--- config.mk ---
export PLATFORM = sky130hd
export DESIGN_NAME = fetch_stage
export DESIGN_NICKNAME = d
export VERILOG_FILES = /design/src/rtl/cpu_pkg.sv /design/src/rtl/if_id_reg.sv /design/src/rtl/fetch_stage.sv
export SDC_FILE = /design/constraint.sdc
export NUM_CORES = 1
export LEC_CHECK = 0
export ABC_CLOCK_PERIOD_IN_PS = 7540
export CAP_MARGIN = 30
export CELL_PAD_IN_SITES_DETAIL_PLACEMENT = 0
export CELL_PAD_IN_SITES_GLOBAL_PLACEMENT = 1
export CORE_UTILIZATION = 44
export DETAILED_ROUTE_END_ITERATION = 8
export DONT_BUFFER_PORTS = 1
export MAX_ROUTING_LAYER = met4
export PLACE_DENSITY_LB_ADDON = 0.1
export SLEW_MARGIN = 20
export SYNTH_ARGS = -nofsm -noshare
export SYNTH_HDL_FRONTEND = slang
export SYNTH_SLANG_ARGS = --single-unit
--- constraint.sdc ---
create_clock -name clk -period 7.54 [get_ports clk]
set_input_delay 2.262 -clock clk [delete_from_list [all_inputs] [get_ports clk]]
set_output_delay 2.262 -clock clk [all_outputs]
set_load 0.03 [all_outputs]
--- src/rtl/cpu_pkg.sv ---
// Shared CPU definitions: opcode encodings, default widths, fetch FSM states.
package cpu_pkg;

  localparam int PC_W_DEF    = 32;
  localparam int INSTR_W_DEF = 32;

  typedef enum logic [3:0] {
    OP_NOP = 4'b0000,
    OP_ADD = 4'b0001,
    OP_SUB = 4'b0010,
    OP_AND = 4'b0011,
    OP_OR  = 4'b0100,
    OP_XOR = 4'b0101,
    OP_LD  = 4'b0110,
    OP_ST  = 4'b0111,
    OP_LI  = 4'b1000,
    OP_J   = 4'b1001,
    OP_JM  = 4'b1010,
    OP_BRN = 4'b1011
  } opcode_e;

  localparam logic [INSTR_W_DEF-1:0] INSTR_NOP = '0;

  typedef enum logic [1:0] {
    ST_IDLE = 2'd0,
    ST_REQ  = 2'd1,
    ST_WAIT = 2'd2,
    ST_HOLD = 2'd3
  } fetch_state_e;

endpackage

--- src/rtl/if_id_reg.sv ---
// IF/ID pipeline register: load, stall-hold, bubble insertion and flush.
import cpu_pkg::*;

module if_id_reg #(
  parameter int PC_W    = PC_W_DEF,
  parameter int INSTR_W = INSTR_W_DEF
) (
  input  logic               clk,
  input  logic               rst,
  input  logic               flush,
  input  logic               stall,
  input  logic               load,
  input  logic [INSTR_W-1:0] load_instr,
  input  logic [PC_W-1:0]    load_pc,
  output logic               valid,
  output logic [INSTR_W-1:0] instr,
  output logic [3:0]         opcode,
  output logic [PC_W-1:0]    pc,
  output logic [PC_W-1:0]    pc1
);

  // Flush beats stall; pc fields are left alone on flush and bubbles.
  always_ff @(posedge clk or posedge rst) begin
    if (rst) begin
      valid <= 1'b0;
      instr <= '0;
      pc    <= '0;
      pc1   <= '0;
    end else if (flush) begin
      valid <= 1'b0;
      instr <= '0;
    end else if (!stall) begin
      if (load) begin
        valid <= 1'b1;
        instr <= load_instr;
        pc    <= load_pc;
        pc1   <= load_pc + PC_W'(1);
      end else begin
        valid <= 1'b0;
        instr <= '0;
      end
    end
  end

  assign opcode = instr[INSTR_W-1 -: 4];

endmodule

--- src/rtl/fetch_stage.sv ---
// Instruction fetch stage: PC, single-outstanding imem request FSM, skid buffer.
// state | meaning
// IDLE  | post-reset, no request yet
// REQ   | imem_req high at pc, waiting for imem_ready
// WAIT  | request accepted, waiting for imem_rvalid (drop = wrong-path)
// HOLD  | response parked in skid buffer while decode is stalled
import cpu_pkg::*;

module fetch_stage #(
  parameter int              PC_W     = PC_W_DEF,
  parameter int              INSTR_W  = INSTR_W_DEF,
  parameter logic [PC_W-1:0] RESET_PC = '0
) (
  input  logic               clk,
  input  logic               rst,
  output logic               imem_req,
  output logic [PC_W-1:0]    imem_addr,
  input  logic               imem_ready,
  input  logic               imem_rvalid,
  input  logic [INSTR_W-1:0] imem_rdata,
  input  logic               stall,
  input  logic               redirect,
  input  logic [PC_W-1:0]    redirect_pc,
  output logic               if_id_valid,
  output logic [INSTR_W-1:0] if_id_instr,
  output logic [3:0]         if_id_opcode,
  output logic [PC_W-1:0]    if_id_pc,
  output logic [PC_W-1:0]    if_id_pc1
);

  fetch_state_e       state, state_next;
  logic [PC_W-1:0]    pc, pc_next;
  logic               drop, drop_next;
  logic [INSTR_W-1:0] skid_instr;
  logic [PC_W-1:0]    skid_pc;
  logic               skid_we;
  logic               ifid_load;
  logic               ifid_flush;
  logic [INSTR_W-1:0] ifid_instr;
  logic [PC_W-1:0]    ifid_pc;

  always_ff @(posedge clk or posedge rst) begin
    if (rst) begin
      state      <= ST_IDLE;
      pc         <= RESET_PC;
      drop       <= 1'b0;
      skid_instr <= '0;
      skid_pc    <= '0;
    end else begin
      state <= state_next;
      pc    <= pc_next;
      drop  <= drop_next;
      if (skid_we) begin
        skid_instr <= imem_rdata;
        skid_pc    <= pc;
      end
    end
  end

  always_comb begin
    state_next = state;
    pc_next    = pc;
    drop_next  = drop;
    skid_we    = 1'b0;
    ifid_load  = 1'b0;
    ifid_flush = 1'b0;
    ifid_instr = imem_rdata;
    ifid_pc    = pc;
    case (state)
      ST_IDLE: state_next = ST_REQ;
      ST_REQ: begin
        if (redirect) begin
          pc_next    = redirect_pc;
          ifid_flush = 1'b1;
          if (imem_ready) begin
            state_next = ST_WAIT;
            drop_next  = 1'b1;
          end
        end else if (imem_ready) begin
          state_next = ST_WAIT;
        end
      end
      ST_WAIT: begin
        if (redirect) begin
          pc_next    = redirect_pc;
          ifid_flush = 1'b1;
          // A response landing in the redirect cycle is stale; discard it now.
          if (imem_rvalid) begin
            state_next = ST_REQ;
            drop_next  = 1'b0;
          end else begin
            drop_next  = 1'b1;
          end
        end else if (imem_rvalid) begin
          if (drop) begin
            drop_next  = 1'b0;
            state_next = ST_REQ;
          end else if (!stall) begin
            ifid_load  = 1'b1;
            pc_next    = pc + PC_W'(1);
            state_next = ST_REQ;
          end else begin
            skid_we    = 1'b1;
            pc_next    = pc + PC_W'(1);
            state_next = ST_HOLD;
          end
        end
      end
      ST_HOLD: begin
        if (redirect) begin
          pc_next    = redirect_pc;
          ifid_flush = 1'b1;
          state_next = ST_REQ;
        end else if (!stall) begin
          ifid_load  = 1'b1;
          ifid_instr = skid_instr;
          ifid_pc    = skid_pc;
          state_next = ST_REQ;
        end
      end
      default: state_next = ST_IDLE;
    endcase
  end

  assign imem_req  = (state == ST_REQ);
  assign imem_addr = pc;

  if_id_reg #(
    .PC_W    (PC_W),
    .INSTR_W (INSTR_W)
  ) u_if_id (
    .clk        (clk),
    .rst        (rst),
    .flush      (ifid_flush),
    .stall      (stall),
    .load       (ifid_load),
    .load_instr (ifid_instr),
    .load_pc    (ifid_pc),
    .valid      (if_id_valid),
    .instr      (if_id_instr),
    .opcode     (if_id_opcode),
    .pc         (if_id_pc),
    .pc1        (if_id_pc1)
  );

endmodule

-- Word-level counts from Yosys, hierarchy flattened
Index checks and enable logic that the tools add are counted.
- add/subtract/negate cells: 2
- equal/unequal tests: 11
- mux-type cells: 44
- bitwise gates (word level): 2
- reduce and logical (&&, ||, !) cells: 9
- operator list (kind ; count):
    $mux W32 ; 12
    $add A32 B1 Y32 const B ; 2
    $pmux W32 S2 ; 1
    $mux W1 ; 20
    $mux W2 ; 8
    $ne A3 B3 Y1 const B ; 3
    $ne A2 B1 Y1 const B ; 4
    $pmux W2 S4 ; 1
    $reduce_and A4 Y1 ; 2
    $reduce_and A3 Y1 ; 2
    $eq A2 B2 Y1 const B ; 2
    $pmux W1 S2 ; 2
    $reduce_bool A2 Y1 ; 2
    $reduce_or A3 Y1 ; 1
    $eq A2 B1 Y1 const B ; 1
    $logic_not A2 Y1 ; 1
    $ne A2 B2 Y1 const B ; 1
    $not A1 Y1 ; 2
    $reduce_or A2 Y1 ; 1
- bits in registers: 196
- bits of input ports: 70

-- Longest topological paths before layout
Gate-level depths: netlist of run 1.
- depth in word-level cells: 8
- gate-level depth with buffers: 16

-- Cells and area by module
Synthesis of run 1 repeated with hierarchy kept, for this count alone.
- cell total of the unflattened synthesis: 936
- area total of the unflattened synthesis: 9834.4 sq um
- modules (own cells, without submodules) (module ; instances ; cells each ; area an instance (sq um)):
    fetch_stage ; 1 ; 514 ; 5627.9
    if_id_reg ; 1 ; 422 ; 4206.5

-- Worst setup path before layout of run 1
No wires, ideal clock.
- path type: input to register
- from: input port stall
- to: register u_if_id.pc1[18]
- setup time: 132 ps
- data arrival time: 4986 ps
- required time: 7408 ps
- path slack: 2422 ps
- stages on the path: 14
- path buffers: 4
- path through: or3b_1 buf_2 buf_1 clkbuf_1 buf_1 nand2_1 nand2_1 ha_1 inv_1 or4_1 o41ai_1 nand3_1 xnor2_1 o21ai_1
- RTL lines (what ; line ; text):
    start: declaration ; fetch_stage.sv:21 ; input logic stall,
    $mux W32 ; fetch_stage.sv:114 ; end else if (!stall) begin
    $mux W32 ; fetch_stage.sv:110 ; if (redirect) begin
    $mux W32 ; fetch_stage.sv:69 ; case (state)
    via ifid_pc[0] ; fetch_stage.sv:40 ; logic [PC_W-1:0] ifid_pc;
    $add A32 B1 Y32 ; if_id_reg.sv:37 ; pc1 <= load_pc + PC_W'(1);
    end signal: assignment ; if_id_reg.sv:37 ;
    end: declaration ; if_id_reg.sv:19 ; output logic [PC_W-1:0] pc1
The timed path passes the listed nets, and every way through them passes these cells.
A chain may end at the register's enable or synchronous reset.

-- Final worst setup path of run 1
- from: input port stall
- to: register u_if_id.pc1[26]
- cells in the longest elaborated chain, start to end: 6
- ends and longest elaborated chain (what):
    parallel branches: the longest is 6 deep, another holds $add A32 B1 Y32
Parallel ways; which one is timed is not known.

==> results of run 1 <==
-- metal layers --
metal	track usage, %	up-vias
li1	-	3377
met1	33.0	3456
met2	34.0	230
met3	5.67	20
met4	5.45	0
met5	-	-
-- cell usage after synthesis, types with 16 or more instances --
cell type	n
o22ai_1	21
o21ai_1	26
nor2_1	31
mux2i_1	53
o21ai_0	92
nand2_1	154
xor2_1	17
a21oi_1	62
nor4_1	16
nand3_1	28
mux2_2	72
dfrtp_1	196
clkbuf_1	51
-- per-stage QoR --
step	worst slack [ps]	power, mW	hold WS (ps)	std cells	area (µm²)
6_report	2940	4.51	509	1219	10500
5_1_grt	2860	4.81	521	1219	10500
4_1_cts	2960	4.55	510	1219	10500
3_5_place_dp	2500	3.59	494	1187	9840
3_3_place_gp	2520	3.54	487	1186	9800
2_1_floorplan	2420	3.16	480	970	9620
-- logic make-up (layout without fill, tap and decap cells) --
| family | Yosys count | after routing | synth area share, % |
|---|---|---|---|
| simple gates | 291 | 291 | 14.0 |
| compound gates | 240 | 240 | 14.0 |
| flops | 196 | 196 | 51.0 |
| fa+ha+maj | 7 | 7 | 0.910 |
| buf+inv | 81 | 55 | 3.46 |
| xor+xnor | 30 | 30 | 2.73 |
| mux | 125 | 125 | 13.9 |
-- flip-flops by register name, indices dropped and copies added, names as in the netlist --
register and flops:
imem_addr 32, drop 1, skid_pc 32, state 2, u_if_id.instr 32, skid_instr 32, u_if_id.pc 32, u_if_id.valid 1
u_if_id.pc1 32
-- layout make-up --
class | count | area share [%]
flip-flops and latches | 196 | 46.9
clock buffers | 18 | 4.10
multi-input cells | 693 | 42.4
repair buffers | 13 | 1.05
well taps | 275 | 3.29
inverters | 10 | 0.395
clock inverters | 14 | 1.82
-- power groups by stage --
| stage | Clock [mW] | Combinational [mW] | Sequential [mW] |
|---|---|---|---|
| finish | 0.956 | 1.14 | 2.42 |
| detailed placement | 0 | 1.14 | 2.45 |
| floorplan | 0 | 0.946 | 2.21 |
| global placement | 0 | 1.11 | 2.43 |
| global route | 1.02 | 1.30 | 2.49 |
| CTS | 0.975 | 1.15 | 2.43 |
-- worst reg2reg max path, stage by stage, from the launching register on --
cell and delay, ps:
dfrtp_1 420, ha_1 470, or3b_2 490, buf_4 320, or4_4 650, a2111o_1 590, nor4_2 370, xor2_1 170
o21ai_1 70
-- cell usage in the layout, fill, tap and decap left out, drive strengths merged, types with 3 or more instances in the layout --
cell / n
dfrtp: 196
nand2: 154
o21ai: 118
mux2: 72
a21oi: 62
mux2i: 53
nor2: 31
nand3: 28
o22ai: 21
clkbuf: 18
nor4: 18
xor2: 17
inv: 16
nor3: 15
and3: 14
xnor2: 13
buf: 13
nand4: 11
ha: 7
a21o: 6
a2bb2oi: 5
a31oi: 5
or4: 4
o21a: 3
or3: 3
o21bai: 3
o31ai: 3
clkinvlp: 3
nand2b: 3
o32ai: 3
clkinv: 3
-- path summary, 6_finish.rpt --
| path | from | endpoint | slack (ps) | cells after the start |
|---|---|---|---|---|
| min reg2reg | skid_instr[6] | skid_instr[6] | 510 | 1 |
| min | skid_instr[6] | skid_instr[6] | 510 | 1 |
| min in group asynchronous | rst | skid_instr[24] | 1770 | 1 |
| max in group asynchronous | rst | u_if_id.pc[31] | 4580 | 2 |
| max reg2reg | state[0] | u_if_id.pc1[26] | 3840 | 8 |
| max | stall | u_if_id.pc1[26] | 2940 | 7 |
==> flow_summary.ini, run 1 <==
[timing]
setup_tns_ps = 0
worst_pin_slew_ps = 902
finalCritPeriodShare_pct = 61.0
setup_viol = 0
period_needed_ps = 4600
slew_viol_final = 0
clock_skew_ps = 12.7
rsz0062_at_grt = no
slew_headroom_pct = 39.8
hold_violations = 0
max_freq_mhz = 217

[power]
combinationalPowerShare_pct = 25.2
clock_power_share_pct = 21.2
power_density_nw_per_um2 = 432
power_frac_seq_pct = 53.6
p_sw_share_pct = 47.1
p_int_mw = 2.39
ir_drop_v = 0.000154
power.leakage_nw = 4.88
p_sw_mw = 2.12

[clock_network]
clk_latency_ps = 430
postCtsHoldBufs = 0
cts_buffers = 17
cts_setup_buffers = 0
h-tree-depth = 4
cts.path.max_buffers = 2
cts_resized = 0
clock-sinks = 196
cts_tree = done
clk_pin_slew_ps = 80
cts-root-buf = clkbuf_16

[synth]
synth-edff-count = 0
synthDistinctLibCells = 51
synth_top_area_share_pct = 51.0
yosys_warnings = 0
ys_ff_latch = 196
mappedNetlistArea_um2 = 9620
synthTopCellsByArea = dfrtp_1 51%, mux2_2 8.4%, nand2_1 6.0%
synth_ff_type = dfrtp_1
synth_area_per_cell_um2 = 9.92
synthesis.nets = 1047
syn_inst = 970
yosysSeqAreaShare_pct = 51.0
synth_top_cell_by_area = dfrtp_1
async_reset_ff_share_pct = 100

[critical_path]
max_stage_delay_ps = 620
worstPathArrival_ps = 4890
path_buf_inv = 1
critPathCaptureType = flop
cp_top_family = simple AND/OR/NAND/NOR gates
cp_data_required_time_ps = 7830
path_cells = or3b_2 > buf_4 > or4_4 > a2111o_1 > nor4_2 > xor2_1 > o21ai_1
crit_fanout = 53
crit_type = in -> reg
setup.worst_path.start_class = input pin
slowest_stage = or4_4

[final_layout]
multiInputGateArea_um2 = 4440
nNetsFinal = 1008
register_area_um2 = 4900
antennaDiodeCount = 0
syn_to_final_growth_pct = 8.67
nFillCells = 2014
fin_util_pct = 49.3
drive_gt1_share_pct = 13.9

[routing]
wl_met2_mm = 10.8
dr.max_layer_used = met4
vias_per_cell = 5.81
wl_met1_mm = 11.8
ant_nets = 0
routedWlPerCell_um = 20.4
drtPass1Iterations = 5
wirelength_mm = 24.8
met3_length_mm = 1.99
drtIter0Drc = 480
vias = 7083
drc_errors = 0

[floorplanning]
io_pins = 204
start_util_pct = 45.3
die_area_um2 = 22500
core_um2 = 21200
fp-row-count = 53
die_height_um = 150
die_w_um = 150

[global_route]
grt_max_degree = 105
gr-total-overflow = 0
grt_usage_pct = 23.5
grt_pass1_wl_mm = 39.4
grt_pass1_vias = 6918
antenna_found_initial = 0

[outcome]
status = finished clean

[hold_path]
hp-class = reg -> reg

[placed_design]
dp_hpwl_mm = 17.8
gp_congestion = 0.792
io_buffers = 0

[run]
max_cap_violations = 0
(Power assumes the default switching activity.)
==> run 2: changes to the inputs <==
Settings changed: ABC_AREA set to 1, ABC_CLOCK_PERIOD_IN_PS 7540 to 4000, CORE_UTILIZATION 44 to 42.
Clock period 7.54 ns to 4 ns, I/O delays scaled along.
==> run 2 against run 1 <==
Synthesized cell count grew 41%. Via count grew 21%. Register-to-register slack lost 2600 ps. Global-route usage grew 0.71 points. Die area grew 12%. Cell count grew 37%. Clock skew grew 3.5 ps. Core utilization shrank 3.2 points. Cell area grew 6.7%. First-iteration DRC count grew 46%.
==> flow_summary.ini, run 2 <==
[outcome]
status = finished clean

[clock_network]
h-tree-depth = 4
clk_pin_slew_ps = 80
cts.path.max_buffers = 2
clock-sinks = 196
clk_latency_ps = 440
cts-root-buf = clkbuf_16
cts_resized = 0
cts_tree = done
postCtsHoldBufs = 0
cts_setup_buffers = 0
cts_buffers = 17

[synth]
synth_fa_ha_area_share_pct = 0.847
yosys_warnings = 0
mappedNetlistArea_um2 = 10300
synthDistinctLibCells = 36
synth_ff_type = dfrtp_1
synth_top_family_by_area = simple AND/OR/NAND/NOR gates
yosysSeqAreaShare_pct = 47.4
synth_top_cell_by_area = dfrtp_1
synthesis.nets = 1443
synth-simple-area-share_pct = 28.1
synth_most_common_cell = nand2_1
syn_inst = 1366
synth-edff-count = 0
synth_top_area_share_pct = 47.4
async_reset_ff_share_pct = 100
ys_ff_latch = 196
synthTopCellsByArea = dfrtp_1 47%, nand2_1 12%, o21ai_0 7.3%
synthMuxAreaShare_pct = 0.763
synth_compound_area_share_pct = 12.8
synth_common_cells = 336 x nand2_1, 196 x dfrtp_1, 183 x nor2_1, 151 x o21ai_0, 147 x inv_1
synth_area_per_cell_um2 = 7.57
synth_xor_area_share_pct = 1.19

[timing]
hold_violations = 0
rsz0062_at_grt = no
worst_pin_slew_ps = 826
clock_skew_ps = 16.2
finalCritPeriodShare_pct = 68.4
setup_viol = 0
slew_viol_final = 0
period_needed_ps = 2740
setup_tns_ps = 0
max_freq_mhz = 365
slew_headroom_pct = 44.9

[critical_path]
rr_startpoint = state[0]
r2r-end = u_if_id.pc1[24]
setup.worst_path.start_class = flop
crit_fanout = 42
critPathCaptureType = flop
crit_type = reg -> reg
reg2reg_setup_slack_ps = 1260
cp_data_required_time_ps = 4320
reg2reg_depth = 14
startpoint = state[0]
worstPathArrival_ps = 3050

[placed_design]
io_buffers = 0
place_inst = 1639
gp_congestion = 0.879
dp_hpwl_mm = 20.7

[floorplanning]
die_w_um = 159
io_pins = 204
start_util_pct = 42.6
fp-row-count = 57
die_area_um2 = 25200
core_um2 = 24200
die_height_um = 159

[power]
power_density_nw_per_um2 = 806
totalPowerFinal_mw = 9.00
power.leakage_nw = 5.21
ir_drop_v = 0.000344

[final_layout]
nNetsFinal = 1411
layout_commonest_cell = nand2_1
layout_common_cells = 334 x nand2_1, 196 x dfrtp_1, 182 x nor2_1
antennaDiodeCount = 0
syn_to_final_growth_pct = 7.95
instances_no_fill = 1671
drive_gt1_share_pct = 7.87

[hold_path]
whs_path_depth = 2
hold_start = skid_pc[25]
hp-class = reg -> reg
holdPathEnd = skid_pc[25]

[routing]
ant_nets = 0
vias = 8579
drtPass1Iterations = 7
drc_errors = 0
wirelength_mm = 28.9
vias_per_cell = 5.13
routedWlPerCell_um = 17.3
drtIter0Drc = 700

[global_route]
grt_max_degree = 99
antenna_found_initial = 0
grt_pass1_wl_mm = 46.3
grt_pass1_vias = 8148
gr-total-overflow = 0
grt_usage_pct = 24.2

[run]
max_cap_violations = 0
[run 2: changes by cell type after synthesis, sizes merged, moves of 18 or more]
cell,before,now
nor4,18,0
mux2i,53,0
o21ai,118,155
nand3,28,88
mux2,72,7
buf,20,40
nor2,31,201
clkbuf,51,26
nand2,154,358
inv,10,150
[run 2: cell type report]
cell class	count	area, µm²
repair buffers	15	138
flip-flops and latches	196	4900
clock buffers	17	425
multi-input cells	954	4540
inverters	150	567
clock inverters	15	183
well taps	324	405
fillers	2532	13100
[run 2: worst max path at each step]
stage	slack [ps]	depth (start not counted)	end
global placement	940	13	u_if_id.pc1[24]
detailed placement	860	13	u_if_id.pc1[22]
CTS	1240	14	u_if_id.pc1[24]
floorplan	270	1	drop
global route	970	14	u_if_id.pc1[24]
finish	1260	14	u_if_id.pc1[24]
[run 2: metal layers]
layer / track usage [%] / part of all wire, %
met1: 35.6 / 50
met2: 34.1 / 43
met4: 5.59 / 1.2
met5: - / 0
met3: 4.55 / 6.0
[run 2: kinds of logic (layout without fill, tap and decap cells)]
family                     count (synthesis)  count (layout)
and+or+nand+nor                          679             679
AOI/OAI and AO/OA                        247             247
buffers and inverters                    216             197
DFF                                      196             196
xor gates and xnor gates                  14              14
adders and majority gates                  7               7
muxes                                      7               7
[run 2: per-stage QoR]
stage	area [µm²]	setup slack, ps	utilization (%)	hold slack, ps
floorplan	10300	268	-	444
global placement	10600	936	43.5	457
detailed placement	10600	856	43.5	465
CTS	11200	1240	46.0	484
global route	11200	965	46.0	510
finish	11200	1260	46.0	479
[run 2: critical path: stages (launching register included)]
cell and delay, ps:
dfrtp_1 420, ha_1 170, buf_4 290, nand2_4 310, nand2_1 170, o21ai_2 90
inv_1 100, ha_1 160, nand2_1 100, nor2_4 220, nand2_1 120, nor2_2 180
nand3_1 100, nand2_1 70, nand3_1 70
[run 2: report_power, final]
part | switching (mW) | total (mW) | internal (mW)
Sequential | 1.77 | 4.55 | 2.79
Clock | 0.908 | 1.76 | 0.851
Combinational | 1.81 | 2.69 | 0.871
Total | 4.49 | 9.00 | 4.51
